File: config.mk
export PLATFORM = sky130hd
export DESIGN_NAME = spi_frame_master
export DESIGN_NICKNAME = d
export VERILOG_FILES = /design/src/rtl/spi_frame_master.sv
export SDC_FILE = /design/constraint.sdc
export NUM_CORES = 1
export LEC_CHECK = 0
export CAP_MARGIN = 20
export CORE_ASPECT_RATIO = 0.6
export CORE_UTILIZATION = 50
export DETAILED_ROUTE_END_ITERATION = 16
export HOLD_SLACK_MARGIN = 0.02
export PLACE_DENSITY = 0.82
export SLEW_MARGIN = 10
export SYNTH_ARGS = -nofsm -noshare
export SYNTH_HDL_FRONTEND = slang
export SYNTH_SLANG_ARGS = --single-unit
File: constraint.sdc
create_clock -name clk -period 2.67 [get_ports clk]
set_input_delay 0.534 -clock clk [delete_from_list [all_inputs] [get_ports clk]]
set_output_delay 0.534 -clock clk [all_outputs]
set_load 0.01 [all_outputs]
File: src/rtl/spi_frame_master.sv
// SPI mode-0 master that shifts one NBYTES-byte frame per SSEL low period,
// full duplex, MSB first, reading transmit data from a byte-indexed buffer.
module spi_frame_master #(
  parameter int NBYTES   = 20,
  parameter int HALF     = 4,
  parameter int CS_SETUP = 4,
  parameter int CS_HOLD  = 4,
  parameter int CS_IDLE  = 8
) (
  input  logic       clk,
  input  logic       rst_n,
  input  logic       start,
  output logic       busy,
  output logic [4:0] byte_idx,
  input  logic [7:0] tx_byte,
  output logic [7:0] rx_byte,
  output logic [4:0] rx_idx,
  output logic       rx_valid,
  output logic       done,
  output logic       SCK,
  output logic       SSEL,
  output logic       MOSI,
  input  logic       MISO
);

  localparam int TAIL_LEN = HALF + CS_HOLD;
  localparam int DIV_M1   = (TAIL_LEN > CS_SETUP) ? TAIL_LEN : CS_SETUP;
  localparam int DIV_MAX  = (DIV_M1 > CS_IDLE) ? DIV_M1 : CS_IDLE;
  localparam int DW       = $clog2(DIV_MAX + 1);
  localparam logic [4:0] LAST_BYTE = 5'(NBYTES - 1);

  typedef enum logic [2:0] {
    ST_IDLE,
    ST_SETUP,
    ST_LOW,
    ST_HIGH,
    ST_TAIL,
    ST_GAP
  } state_t;

  state_t        state_reg, state_next;
  logic [DW-1:0] div_reg, div_next;
  logic [2:0]    bit_reg, bit_next;
  logic [4:0]    byte_idx_reg, byte_idx_next;
  logic [6:0]    shift_reg, shift_next;
  logic [6:0]    rx_shift_reg, rx_shift_next;
  logic [7:0]    rx_byte_reg, rx_byte_next;
  logic [4:0]    rx_idx_reg, rx_idx_next;
  logic          rx_valid_reg, rx_valid_next;
  logic          done_reg, done_next;
  logic          busy_reg, busy_next;
  logic          sck_reg, sck_next;
  logic          ssel_reg, ssel_next;
  logic          mosi_reg, mosi_next;
  logic          phase_end;

  // Last clk cycle of the current timed phase.
  always_comb begin
    phase_end = 1'b0;
    case (state_reg)
      ST_SETUP: phase_end = (div_reg == DW'(CS_SETUP - 1));
      ST_LOW:   phase_end = (div_reg == DW'(HALF - 1));
      ST_HIGH:  phase_end = (div_reg == DW'(HALF - 1));
      ST_TAIL:  phase_end = (div_reg == DW'(TAIL_LEN - 1));
      ST_GAP:   phase_end = (div_reg == DW'(CS_IDLE - 1));
      default:  phase_end = 1'b0;
    endcase
  end

  always_ff @(posedge clk) begin
    if (!rst_n) begin
      state_reg    <= ST_IDLE;
      div_reg      <= '0;
      bit_reg      <= '0;
      byte_idx_reg <= '0;
      shift_reg    <= '0;
      rx_shift_reg <= '0;
      rx_byte_reg  <= '0;
      rx_idx_reg   <= '0;
      rx_valid_reg <= 1'b0;
      done_reg     <= 1'b0;
      busy_reg     <= 1'b0;
      sck_reg      <= 1'b0;
      ssel_reg     <= 1'b1;
      mosi_reg     <= 1'b0;
    end else begin
      state_reg    <= state_next;
      div_reg      <= div_next;
      bit_reg      <= bit_next;
      byte_idx_reg <= byte_idx_next;
      shift_reg    <= shift_next;
      rx_shift_reg <= rx_shift_next;
      rx_byte_reg  <= rx_byte_next;
      rx_idx_reg   <= rx_idx_next;
      rx_valid_reg <= rx_valid_next;
      done_reg     <= done_next;
      busy_reg     <= busy_next;
      sck_reg      <= sck_next;
      ssel_reg     <= ssel_next;
      mosi_reg     <= mosi_next;
    end
  end

  always_comb begin
    state_next = state_reg;
    div_next   = div_reg + DW'(1);
    bit_next   = bit_reg;
    case (state_reg)
      ST_IDLE: begin
        bit_next = '0;
        if (start) state_next = ST_SETUP;
      end
      ST_SETUP: if (phase_end) state_next = ST_LOW;
      ST_LOW:   if (phase_end) state_next = ST_HIGH;
      ST_HIGH: begin
        if (phase_end) begin
          bit_next = bit_reg + 3'd1;
          if (bit_reg == 3'd7 && byte_idx_reg == LAST_BYTE) state_next = ST_TAIL;
          else                                              state_next = ST_LOW;
        end
      end
      ST_TAIL: if (phase_end) state_next = ST_GAP;
      ST_GAP:  if (phase_end) state_next = ST_IDLE;
      default: state_next = ST_IDLE;
    endcase
    // Every phase times itself from zero.
    if (state_next != state_reg || state_reg == ST_IDLE) div_next = '0;
  end

  always_comb begin
    sck_next      = sck_reg;
    ssel_next     = ssel_reg;
    mosi_next     = mosi_reg;
    busy_next     = busy_reg;
    done_next     = 1'b0;
    rx_valid_next = 1'b0;
    rx_byte_next  = rx_byte_reg;
    rx_idx_next   = rx_idx_reg;
    byte_idx_next = byte_idx_reg;
    shift_next    = shift_reg;
    rx_shift_next = rx_shift_reg;
    case (state_reg)
      ST_IDLE: begin
        if (start) begin
          ssel_next     = 1'b0;
          busy_next     = 1'b1;
          byte_idx_next = '0;
        end
      end
      ST_LOW: begin
        // The caller gets one cycle after byte_idx moves to present tx_byte.
        if (bit_reg == 3'd0 && div_reg == '0) begin
          shift_next = tx_byte[6:0];
          mosi_next  = tx_byte[7];
        end
        if (phase_end) sck_next = 1'b1;
      end
      ST_HIGH: begin
        if (phase_end) begin
          sck_next      = 1'b0;
          rx_shift_next = {rx_shift_reg[5:0], MISO};
          if (bit_reg != 3'd7) begin
            mosi_next  = shift_reg[6];
            shift_next = {shift_reg[5:0], 1'b0};
          end else begin
            rx_byte_next  = {rx_shift_reg, MISO};
            rx_idx_next   = byte_idx_reg;
            rx_valid_next = 1'b1;
            if (byte_idx_reg != LAST_BYTE) byte_idx_next = byte_idx_reg + 5'd1;
          end
        end
      end
      ST_TAIL: begin
        if (phase_end) begin
          ssel_next = 1'b1;
          done_next = 1'b1;
          mosi_next = 1'b0;
        end
      end
      ST_GAP: if (phase_end) busy_next = 1'b0;
      default: ;
    endcase
  end

  assign busy     = busy_reg;
  assign byte_idx = byte_idx_reg;
  assign rx_byte  = rx_byte_reg;
  assign rx_idx   = rx_idx_reg;
  assign rx_valid = rx_valid_reg;
  assign done     = done_reg;
  assign SCK      = sck_reg;
  assign SSEL     = ssel_reg;
  assign MOSI     = mosi_reg;

endmodule

==> results.tsv, run 1 <==
metric	value	unit
timing.critical_path.from_type	register	
worst_setup_hold_path_clk_slew	0.08	ns
vias_per_cell	5.47	
final.setup.worst_slack	0.596	ns
timing.setup.critical_path_class	register to register	
post-cts-setup-buffers	0	
fp-row-count	18	
final_hold_viol_count	0	
final_antenna_net_count	0	
power.switching	0.275	mW
timing_max_transition_violations_final	0	
min_period	2.07	ns
number_of_global_route_vias_before_repair	1634	
critPathMaxFanout	15	
ioPinCount	36	
crit_path_end	byte_idx[2]	
cts.htree.levels	2	
clock_power_share	0.387	
worst_r2r_endpoint	byte_idx[2]	
clock_tree.root_cell	sky130_fd_sc_hd__clkbuf_8	
largest_register_ff_count	8	
path_depth_of_the_worst_reg2reg_path	5	
floorplan.die.width	87.6	microns
drt_first_iter_violations	165	
average_wire_length_per_cell_after_detail_routing	13.5	microns
largest_net_degree_at_the_start_of_global_routing	24	
cp_cell_sequence	ha_1 -> nor3b_2 -> nand3_1 -> o21ai_0 -> a21oi_1	
overflow	0	
cp_endpoint_kind	register	
library_cell_contributing_the_largest_single_delay_on_the_critical_path	sky130_fd_sc_hd__nand3_1	
synth_commonest_cells	sky130_fd_sc_hd__nand2_1, sky130_fd_sc_hd__dfxtp_1, sky130_fd_sc_hd__a21oi_1, sky130_fd_sc_hd__nor2_1	
number_of_nets_in_the_finished_design	306	
seq_power_share	0.557	
finished_layout_cell_area	2670	sq um
tritoncts_num_sinks	48	
worst-r2r-setup-slack	0.60	ns
cp_data_arrival_time	2.25	ns
synth_top_area_share	0.437	
min-delay-path-class	register to register	
synth_enable_flop_cells	0	
die_height	53.4	microns
setup.worst_path.start	div_reg[0]	
number_of_antenna_violations_at_the_first_check_in_global_routing	0	
coreArea	4170	sq um
slew_at_the_pin_with_the_worst_max_slew_slack	0.629	ns
io_buffers	35	
ys_seq_elements	48	
syn_avg_cell_area	8.49	sq um
power.share.combinational	0.056	
finalClockSkew	0.00733	ns
internal_power	1.03	mW
leakage_power	0.933	nW
drv_cap	0	
dpl_cell_area	2560	sq um
slowest_delay	0.49	ns
place_congestion	0.849	
synth.yosys.warnings	0	
tritoncts	yes	
yosys.area.top_type	sky130_fd_sc_hd__dfxtp_1	
final_period_util	0.777	
dp_hpwl	3400	microns
area.growth.synth_to_final	21.3	%
total_track_usage	0.225	
pre_cts_ws	0.640	ns
power_density	490	nW/um^2
synth.area.top_cells	sky130_fd_sc_hd__dfxtp_1, sky130_fd_sc_hd__nand2_1, sky130_fd_sc_hd__a21oi_1	
grt_setup_unrepaired	no	
peak_freq	482	MHz
finalSetupTns	0	ns
async_reset_ff_frac	0	
synthesis.instances	259	
cts_buffers	5	
ctsHoldBuffers	0	
drc	0	
register_area_share_after_synthesis	0.437	
ys_types	48	
initial_cell_density_of_the_core	0.528	
worst_slew_margin_rel	0.580	
detail_route.wirelength	4710	microns
final_setup_fails	0	
number_of_antenna_cells_inserted	0	
clock_latency	0.30	ns
grt_pass1_wl	7880	microns
switching_share	0.210	
post_route_cells_drive_above_1_share	0.0623	
drtPass1Iterations	4	
yosys.cell_count.top_type	sky130_fd_sc_hd__nand2_1	
cp_data_required_time	2.85	ns
floorplan.die_area	4680	sq um
num_vias	1908	
yosys_most_used_dff	sky130_fd_sc_hd__dfxtp_1	
run_status	finished clean	
r2r_start	div_reg[0]	
synth_area	2200	sq um
postSynthNetCount	277	
ctsResizeCount	0	
irDropWorstVdd	0.278	mV
clockBufferDepth	2	
-- cell type report --
class / instances / area [sq um]
Clock inverter: 2 / 35.0
Inverter: 8 / 30.0
Clock buffer: 6 / 72.6
Tap cell: 60 / 75.1
Multi-Input combinational cell: 186 / 1110
Timing Repair Buffer: 39 / 380
Sequential cell: 48 / 961
Fill cell: 365 / 1500
-- worst min-delay path by stage --
stage | start | to | slack, ns | cells past startpoint
finish | rx_byte[6] | rx_byte[6] | 0.46 | 2
global route | rx_byte[5] | rx_byte[5] | 0.48 | 2
CTS | rx_idx[3] | rx_idx[3] | 0.46 | 2
detailed placement | rx_idx[3] | rx_idx[3] | 0.45 | 2
global placement | rx_shift_reg[6] | rx_byte[7] | 0.44 | 2
floorplan | rx_shift_reg[6] | rx_byte[7] | 0.43 | 2
-- power by group through the flow --
stage               sequential [mW]  combinational (mW)  clock (mW)
floorplan                     0.741              0.0454           0
global placement              0.745              0.0719           0
detailed placement            0.745              0.0726           0
CTS                           0.728              0.0727       0.520
global route                  0.730              0.0799       0.563
finish                        0.728              0.0734       0.506
-- cell families (layout without fill, tap and decap cells) --
| logic type | after synthesis | after routing | share of synthesized area |
|---|---|---|---|
| AO/OA/AOI/OAI | 64 | 64 | 0.173 |
| XOR/XNOR | 4 | 4 | 0.0159 |
| adder cells (fa/ha/maj) | 6 | 6 | 0.0341 |
| buffers and inverters | 25 | 55 | 0.0563 |
| flip-flops | 48 | 48 | 0.437 |
| multiplexers | 7 | 7 | 0.0319 |
| AND/OR/NAND/NOR | 105 | 105 | 0.251 |
-- metal layers --
layer / vias up / track usage / routed length, microns
met5: - / 0 / 0
met4: 0 / 0.0410 / 32
met3: 3 / 0.0702 / 293
met2: 62 / 0.311 / 1860
met1: 867 / 0.336 / 2520
li1: 976 / - / -
-- worst max-delay path, delay by kind of cell, from the launching register on --
family / cells / cell delay [ns]
DFF: 1 / 0.38
adders and majority gates: 1 / 0.28
AOI/OAI and AO/OA: 2 / 0.43
and+or+nand+nor: 2 / 0.87
-- placed cells by master (no fill, tap or decap), types with 2 or more instances in the layout --
master,netlist,routed
sky130_fd_sc_hd__nand2_1,49,49
sky130_fd_sc_hd__dfxtp_1,48,48
sky130_fd_sc_hd__a21oi_1,36,36
sky130_fd_sc_hd__clkdlybuf4s50_1,0,35
sky130_fd_sc_hd__nor2_1,13,13
sky130_fd_sc_hd__o21ai_0,9,9
sky130_fd_sc_hd__inv_1,7,7
sky130_fd_sc_hd__nor3_1,7,7
sky130_fd_sc_hd__a311oi_1,7,7
sky130_fd_sc_hd__mux2i_1,7,7
sky130_fd_sc_hd__ha_1,6,6
sky130_fd_sc_hd__nand3b_1,5,5
sky130_fd_sc_hd__nand4_1,5,5
sky130_fd_sc_hd__clkbuf_8,0,5
sky130_fd_sc_hd__nand3_1,4,4
sky130_fd_sc_hd__buf_4,1,4
sky130_fd_sc_hd__nor2b_1,3,3
sky130_fd_sc_hd__and3_1,3,3
sky130_fd_sc_hd__xnor2_1,2,2
sky130_fd_sc_hd__xor2_1,2,2
sky130_fd_sc_hd__nand2b_1,2,2
sky130_fd_sc_hd__a31oi_1,2,2
sky130_fd_sc_hd__nor4_1,2,2
-- per-stage QoR --
stage                     total power [mW]  hold WS (ns)  std cells   util
after floorplan                      0.786         0.432        259      -
final                                 1.31         0.459        349  0.641
after global placement               0.817         0.443        341  0.615
after CTS                             1.32         0.461        349  0.641
after global routing                  1.37         0.476        349  0.641
after detailed placement             0.818         0.449        341  0.615
Note: power is estimated with default switching activity, not from simulation.
==> run 2: changes to the inputs <==
Settings changed: CORE_UTILIZATION 50 to 47, PLACE_DENSITY 0.82 to 0.8.
Clock period 2.67 ns to 1.7 ns, I/O delays scaled along.
==> run 2 against run 1 <==
Compared with the run above:
- clock power up 71%
- cell count up 8.0%
- global-route usage down 0.90 points
- power up 65%
- hold slack about the same
- via count up 11%
- non-clock buffer count up 27
- first-iteration DRC count down 8.5%
- critical path type is now register to primary output
- critical path depth down 3
- sequential share of layout area down 3.4 points
- largest power group unchanged
- design area up 12%
==> results.tsv, run 2 (same netlist as run 1, synthesis figures left out) <==
metric	value	unit
run_status	finished clean	
irDropWorstVdd	0.377	mV
cp_cell_sequence	buf_4 -> clkdlybuf4s50_1	
worst-r2r-setup-slack	0.08	ns
timing.critical_path.from_type	register	
average_wire_length_per_cell_after_detail_routing	14.4	microns
postLayoutCoreUtil	0.693	
largest_net_degree_at_the_start_of_global_routing	32	
final.setup.worst_slack	0.0583	ns
place_congestion	0.837	
grt_pass1_wl	8270	microns
report.power.total	2.15	mW
slew_at_the_pin_with_the_worst_max_slew_slack	0.377	ns
power.share.combinational	0.070	
final.fill_count	338	
topRoutingLayerUsed	met4	
drv_cap	0	
min_period	1.64	ns
leakage_power	1.11	nW
number_of_global_route_vias_before_repair	1745	
total_track_usage	0.216	
ctsHoldBuffers	0	
io_buffers	35	
grt_setup_unrepaired	yes	
coreArea	4300	sq um
switching_share	0.217	
setup.worst_path.start	byte_idx[0]	
drt_first_iter_violations	151	
timing.setup.critical_path_class	register to primary output	
tritoncts	yes	
ff_latch_area	971	sq um
timing_max_transition_violations_final	0	
seq_power_share	0.529	
number_of_antenna_cells_inserted	0	
clock_latency	0.30	ns
number_of_nets_in_the_finished_design	334	
power_density	722	nW/um^2
peak_freq	609	MHz
drtPass1Iterations	4	
dp_hpwl	3640	microns
combined_buffer_and_inverter_count_along_the_critical_path	2	
number_of_antenna_violations_at_the_first_check_in_global_routing	0	
wirelength_met1	2770	microns
cp_data_arrival_time	1.30	ns
fp-row-count	18	
tritoncts_num_sinks	48	
pre_cts_ws	-0.136	ns
clockBufferDepth	2	
overflow	0	
critPathMaxFanout	5	
multiInputGateArea	1170	sq um
slowest_delay	0.53	ns
drc	0	
area.growth.synth_to_final	35.6	%
final_period_util	0.966	
min-delay-path-class	register to register	
floorplan.die_area	4970	sq um
vias_per_cell	5.61	
path_delay_family	buffers and inverters	
worst_slew_margin_rel	0.746	
final_antenna_net_count	0	
r2r_start	div_reg[1]	
cp_data_required_time	1.36	ns
path_depth_of_the_worst_reg2reg_path	5	
crit_path_end	byte_idx[0]	
largest_register_ff_count	8	
worstSetupPathDepth	2	
detail_route.wirelength	5430	microns
finalClockSkew	0.00590	ns
initial_cell_density_of_the_core	0.511	
cts_buffers	5	
clock_power_share	0.401	
detailroute.wirelength.met3	324	microns
clock_tree.root_cell	sky130_fd_sc_hd__clkbuf_8	
cp_endpoint_kind	primary output	
cts.htree.levels	2	
floorplan.die.width	90.3	microns
layout.cells.most_common	sky130_fd_sc_hd__nand2_1	
post_route_cells_drive_above_1_share	0.183	
die_height	55.0	microns
worst_hold_startpoint	rx_idx[3]	
power.switching	0.466	mW
final_setup_fails	0	
library_cell_contributing_the_largest_single_delay_on_the_critical_path	sky130_fd_sc_hd__clkdlybuf4s50_1	
worst_setup_hold_path_clk_slew	0.09	ns
worst_r2r_endpoint	byte_idx[2]	
layout.cells.most_common_list	sky130_fd_sc_hd__nand2_1, sky130_fd_sc_hd__dfxtp_1, sky130_fd_sc_hd__a21oi_1	
ioPinCount	36	
final_hold_viol_count	0	
internal_power	1.69	mW
met2_length	2300	microns
num_vias	2116	
## run 2: cell count changes in the layout (fill, tap and decap cells not counted), moves of 2 or more
cell                      before  now
sky130_fd_sc_hd__buf_12        0    2
sky130_fd_sc_hd__buf_4         4   29
sky130_fd_sc_hd__dfxtp_2       0    5
sky130_fd_sc_hd__dfxtp_1      48   42
## run 2: how the worst min path moves through the flow
stage                     cells past startpoint         end  slack, ns
final                                         2   rx_idx[3]       0.46
after CTS                                     2  rx_byte[7]       0.46
after floorplan                               2  rx_byte[7]       0.43
after global placement                        2  rx_byte[7]       0.44
after global routing                          2  rx_byte[6]       0.48
after detailed placement                      2  rx_byte[7]       0.45
## run 2: tightest hold or removal path: stages, from the launching register on
cell                      delay [ns]
sky130_fd_sc_hd__dfxtp_1        0.32
sky130_fd_sc_hd__nand2_1        0.05
sky130_fd_sc_hd__a21oi_1        0.05
## run 2: metrics by stage
| step | TNS (ns) | std cells | instance area [sq um] | hold WS, ns |
|---|---|---|---|---|
| finish | 0 | 377 | 2980 | 0.459 |
| global route | -0.0541 | 377 | 2980 | 0.479 |
| CTS | 0 | 373 | 2910 | 0.462 |
| detailed placement | -2.21 | 362 | 2740 | 0.448 |
| global placement | -0.509 | 362 | 2740 | 0.442 |
| floorplan | 0 | 259 | 2200 | 0.432 |
## run 2: what timing repair did
| action | in CTS | in global routing |
|---|---|---|
| endpoints found under the setup margin | 36 | 31 |
| gates cloned | 0 | 1 |
| gates resized for setup | 4 | 14 |
| setup buffers | 3 | 3 |
| pin swaps | 2 | 6 |
## run 2: power groups by stage
stage	Combinational (mW)	Clock, mW	Sequential (mW)
2_1_floorplan	0.0714	0	1.16
3_5_place_dp	0.131	0	1.17
4_1_cts	0.140	0.883	1.14
5_1_grt	0.161	0.924	1.14
3_3_place_gp	0.129	0	1.17
6_report	0.150	0.864	1.14
## run 2: routing by layer
| metal | global-route usage | vias up |
|---|---|---|
| li1 | - | 1030 |
| met1 | 0.305 | 1007 |
| met2 | 0.336 | 73 |
| met3 | 0.0533 | 6 |
| met4 | 0.0511 | 0 |
| met5 | 0 | - |
## run 2: area by class of cell
class | count | share of cell area
Inverter | 8 | 0.0101
Clock inverter | 2 | 0.0130
Timing Repair Buffer | 66 | 0.205
Multi-Input combinational cell | 187 | 0.394
Tap cell | 60 | 0.0252
Clock buffer | 6 | 0.0277
Sequential cell | 48 | 0.326
==> run 3: changes to the inputs <==
Settings changed: ABC_CLOCK_PERIOD_IN_PS set to 1400.
Clock period 1.7 ns to 1.4 ns, I/O delays scaled along.
==> run 3 against run 2 <==
Compared with the run above:
- clock skew rose by 0.0018 ns
- setup slack got worse by 0.28 ns
- register-to-register slack got worse by 0.30 ns
- highest routed layer unchanged
- hold slack improved by 0.0050 ns
- cell count rose by 7.4%
- clock power rose by 30%
- the flow now finishes with violations (negative setup slack)
- sequential power rose by 21%
- global-route usage rose by 8.8 points
==> results.tsv, run 3 (same netlist as run 1, synthesis figures left out) <==
metric	value	unit
drc	0	
irDropWorstVdd	0.623	mV
average_wire_length_per_cell_after_detail_routing	19.3	microns
pre_cts_ws	-0.264	ns
min-delay-path-class	register to register	
detail_route.wirelength	7820	microns
final_antenna_net_count	0	
path_depth_of_the_worst_reg2reg_path	6	
finalClockSkew	0.00767	ns
min_period	1.62	ns
timing.setup.critical_path_class	register to register	
final_setup_fails	45	
timing_max_transition_violations_final	0	
detailroute.wirelength.met3	710	microns
largest_net_degree_at_the_start_of_global_routing	32	
vias_per_cell	6.12	
initial_cell_density_of_the_core	0.511	
worst-r2r-setup-slack	-0.22	ns
final_hold_viol_count	0	
worst_hold_path.num_cells	2	
number_of_antenna_violations_at_the_first_check_in_global_routing	0	
dpl_cell_area	3020	sq um
cts_buffers	5	
met2_length	3680	microns
cp_data_arrival_time	1.86	ns
drtPass1Iterations	5	
critPathMaxFanout	5	
layout.cells.most_common_list	sky130_fd_sc_hd__nand2_1, sky130_fd_sc_hd__buf_4, sky130_fd_sc_hd__dfxtp_1	
largest_register_ff_count	8	
fp-row-count	18	
r2r_start	div_reg[1]	
run_status	finished with violations	
number_of_nets_in_the_finished_design	363	
total_track_usage	0.304	
slew_at_the_pin_with_the_worst_max_slew_slack	0.364	ns
worst_setup_hold_path_clk_slew	0.09	ns
grt_pass1_wl	11200	microns
worst_slew_margin_rel	0.754	
worst_r2r_endpoint	rx_shift_reg[3]	
final_period_util	1.16	
report.power.total	2.75	mW
violations_in_the_final_reports	negative setup slack	
ioPinCount	36	
cp_endpoint_kind	register	
timing.critical_path.from_type	register	
ctsHoldBuffers	0	
floorplan.die_area	4970	sq um
drv_cap	0	
place_congestion	0.890	
wirelength_met1	3160	microns
floorplan.die.width	90.3	microns
overflow	0	
tritoncts_num_sinks	48	
grt_setup_unrepaired	yes	
drt_first_iter_violations	251	
tritoncts	yes	
layout.cells.most_common	sky130_fd_sc_hd__nand2_1	
topRoutingLayerUsed	met4	
power_density	782	nW/um^2
post_route_cells_drive_above_1_share	0.380	
dpl.cell_count	387	
final.setup.worst_slack	-0.221	ns
clock_tree.root_cell	sky130_fd_sc_hd__clkbuf_8	
whs	0.464	ns
dp_hpwl	4140	microns
num_vias	2480	
number_of_global_route_vias_before_repair	2224	
die_height	55.0	microns
cp_data_required_time	1.64	ns
leakage_power	1.41	nW
layoutNonFillerInstCount	405	
peak_freq	617	MHz
clockBufferDepth	2	
worst_hold_startpoint	rx_byte[3]	
coreArea	4300	sq um
holdPathEnd	rx_byte[3]	
number_of_antenna_cells_inserted	0	
finished_layout_cell_area	3520	sq um
cts.htree.levels	2	
io_buffers	35	
area.growth.synth_to_final	59.9	%
clock_latency	0.31	ns
run 3: how the worst max path moves through the flow:
stage	start	endpoint	slack, ns	cells past startpoint
floorplan	div_reg[0]	rx_idx[3]	-0.12	7
global placement	div_reg[1]	bit_reg[1]	-0.20	6
detailed placement	div_reg[1]	rx_shift_reg[6]	-0.26	6
CTS	div_reg[1]	rx_byte[2]	-0.15	6
global route	div_reg[1]	rx_shift_reg[3]	-0.28	6
finish	div_reg[1]	rx_shift_reg[3]	-0.22	6
run 3: metrics by stage:
step / utilization / TNS (ns)
after floorplan: - / -1.83
after global placement: 0.702 / -5.64
after detailed placement: 0.702 / -7.36
after CTS: 0.791 / -4.19
after global routing: 0.818 / -9.75
final: 0.818 / -6.89
run 3: critical path, cell delays in order (launching register included):
cell and delay, ns:
sky130_fd_sc_hd__dfxtp_4 0.38, sky130_fd_sc_hd__ha_4 0.16, sky130_fd_sc_hd__or3b_4 0.45, sky130_fd_sc_hd__buf_6 0.16
sky130_fd_sc_hd__nor2_4 0.15, sky130_fd_sc_hd__nand2_1 0.10, sky130_fd_sc_hd__a21oi_1 0.14
run 3: repair_timing:
item,CTS,global route
hold endpoints to repair,0,0
pin swaps,37,15
endpoints found under the setup margin,69,49
buffers inserted,8,1
gates resized for setup,80,25
gates cloned,2,0
run 3: per-layer routing:
layer | GRT usage | vias to the layer above
met5 | 0 | -
met4 | 0.0968 | 0
li1 | - | 1090
met1 | 0.377 | 1177
met2 | 0.511 | 170
met3 | 0.109 | 43
run 3: cell type report:
type	instances	area (sq um)
clock buffers	6	93.8
clock inverters	1	30.0
fillers	242	785
inverters	8	32.5
multi-input cells	188	1430
flip-flops and latches	48	991
well taps	60	75.1
repair buffers	94	861
run 3: power breakdown:
group | internal, mW | total [mW] | switching, mW | leakage, nW
sequential | 1.36 | 1.38 | 0.0125 | 0.395
clock | 0.632 | 1.12 | 0.489 | 0.0624
combinational | 0.127 | 0.252 | 0.126 | 0.952
total | 2.12 | 2.75 | 0.627 | 1.41
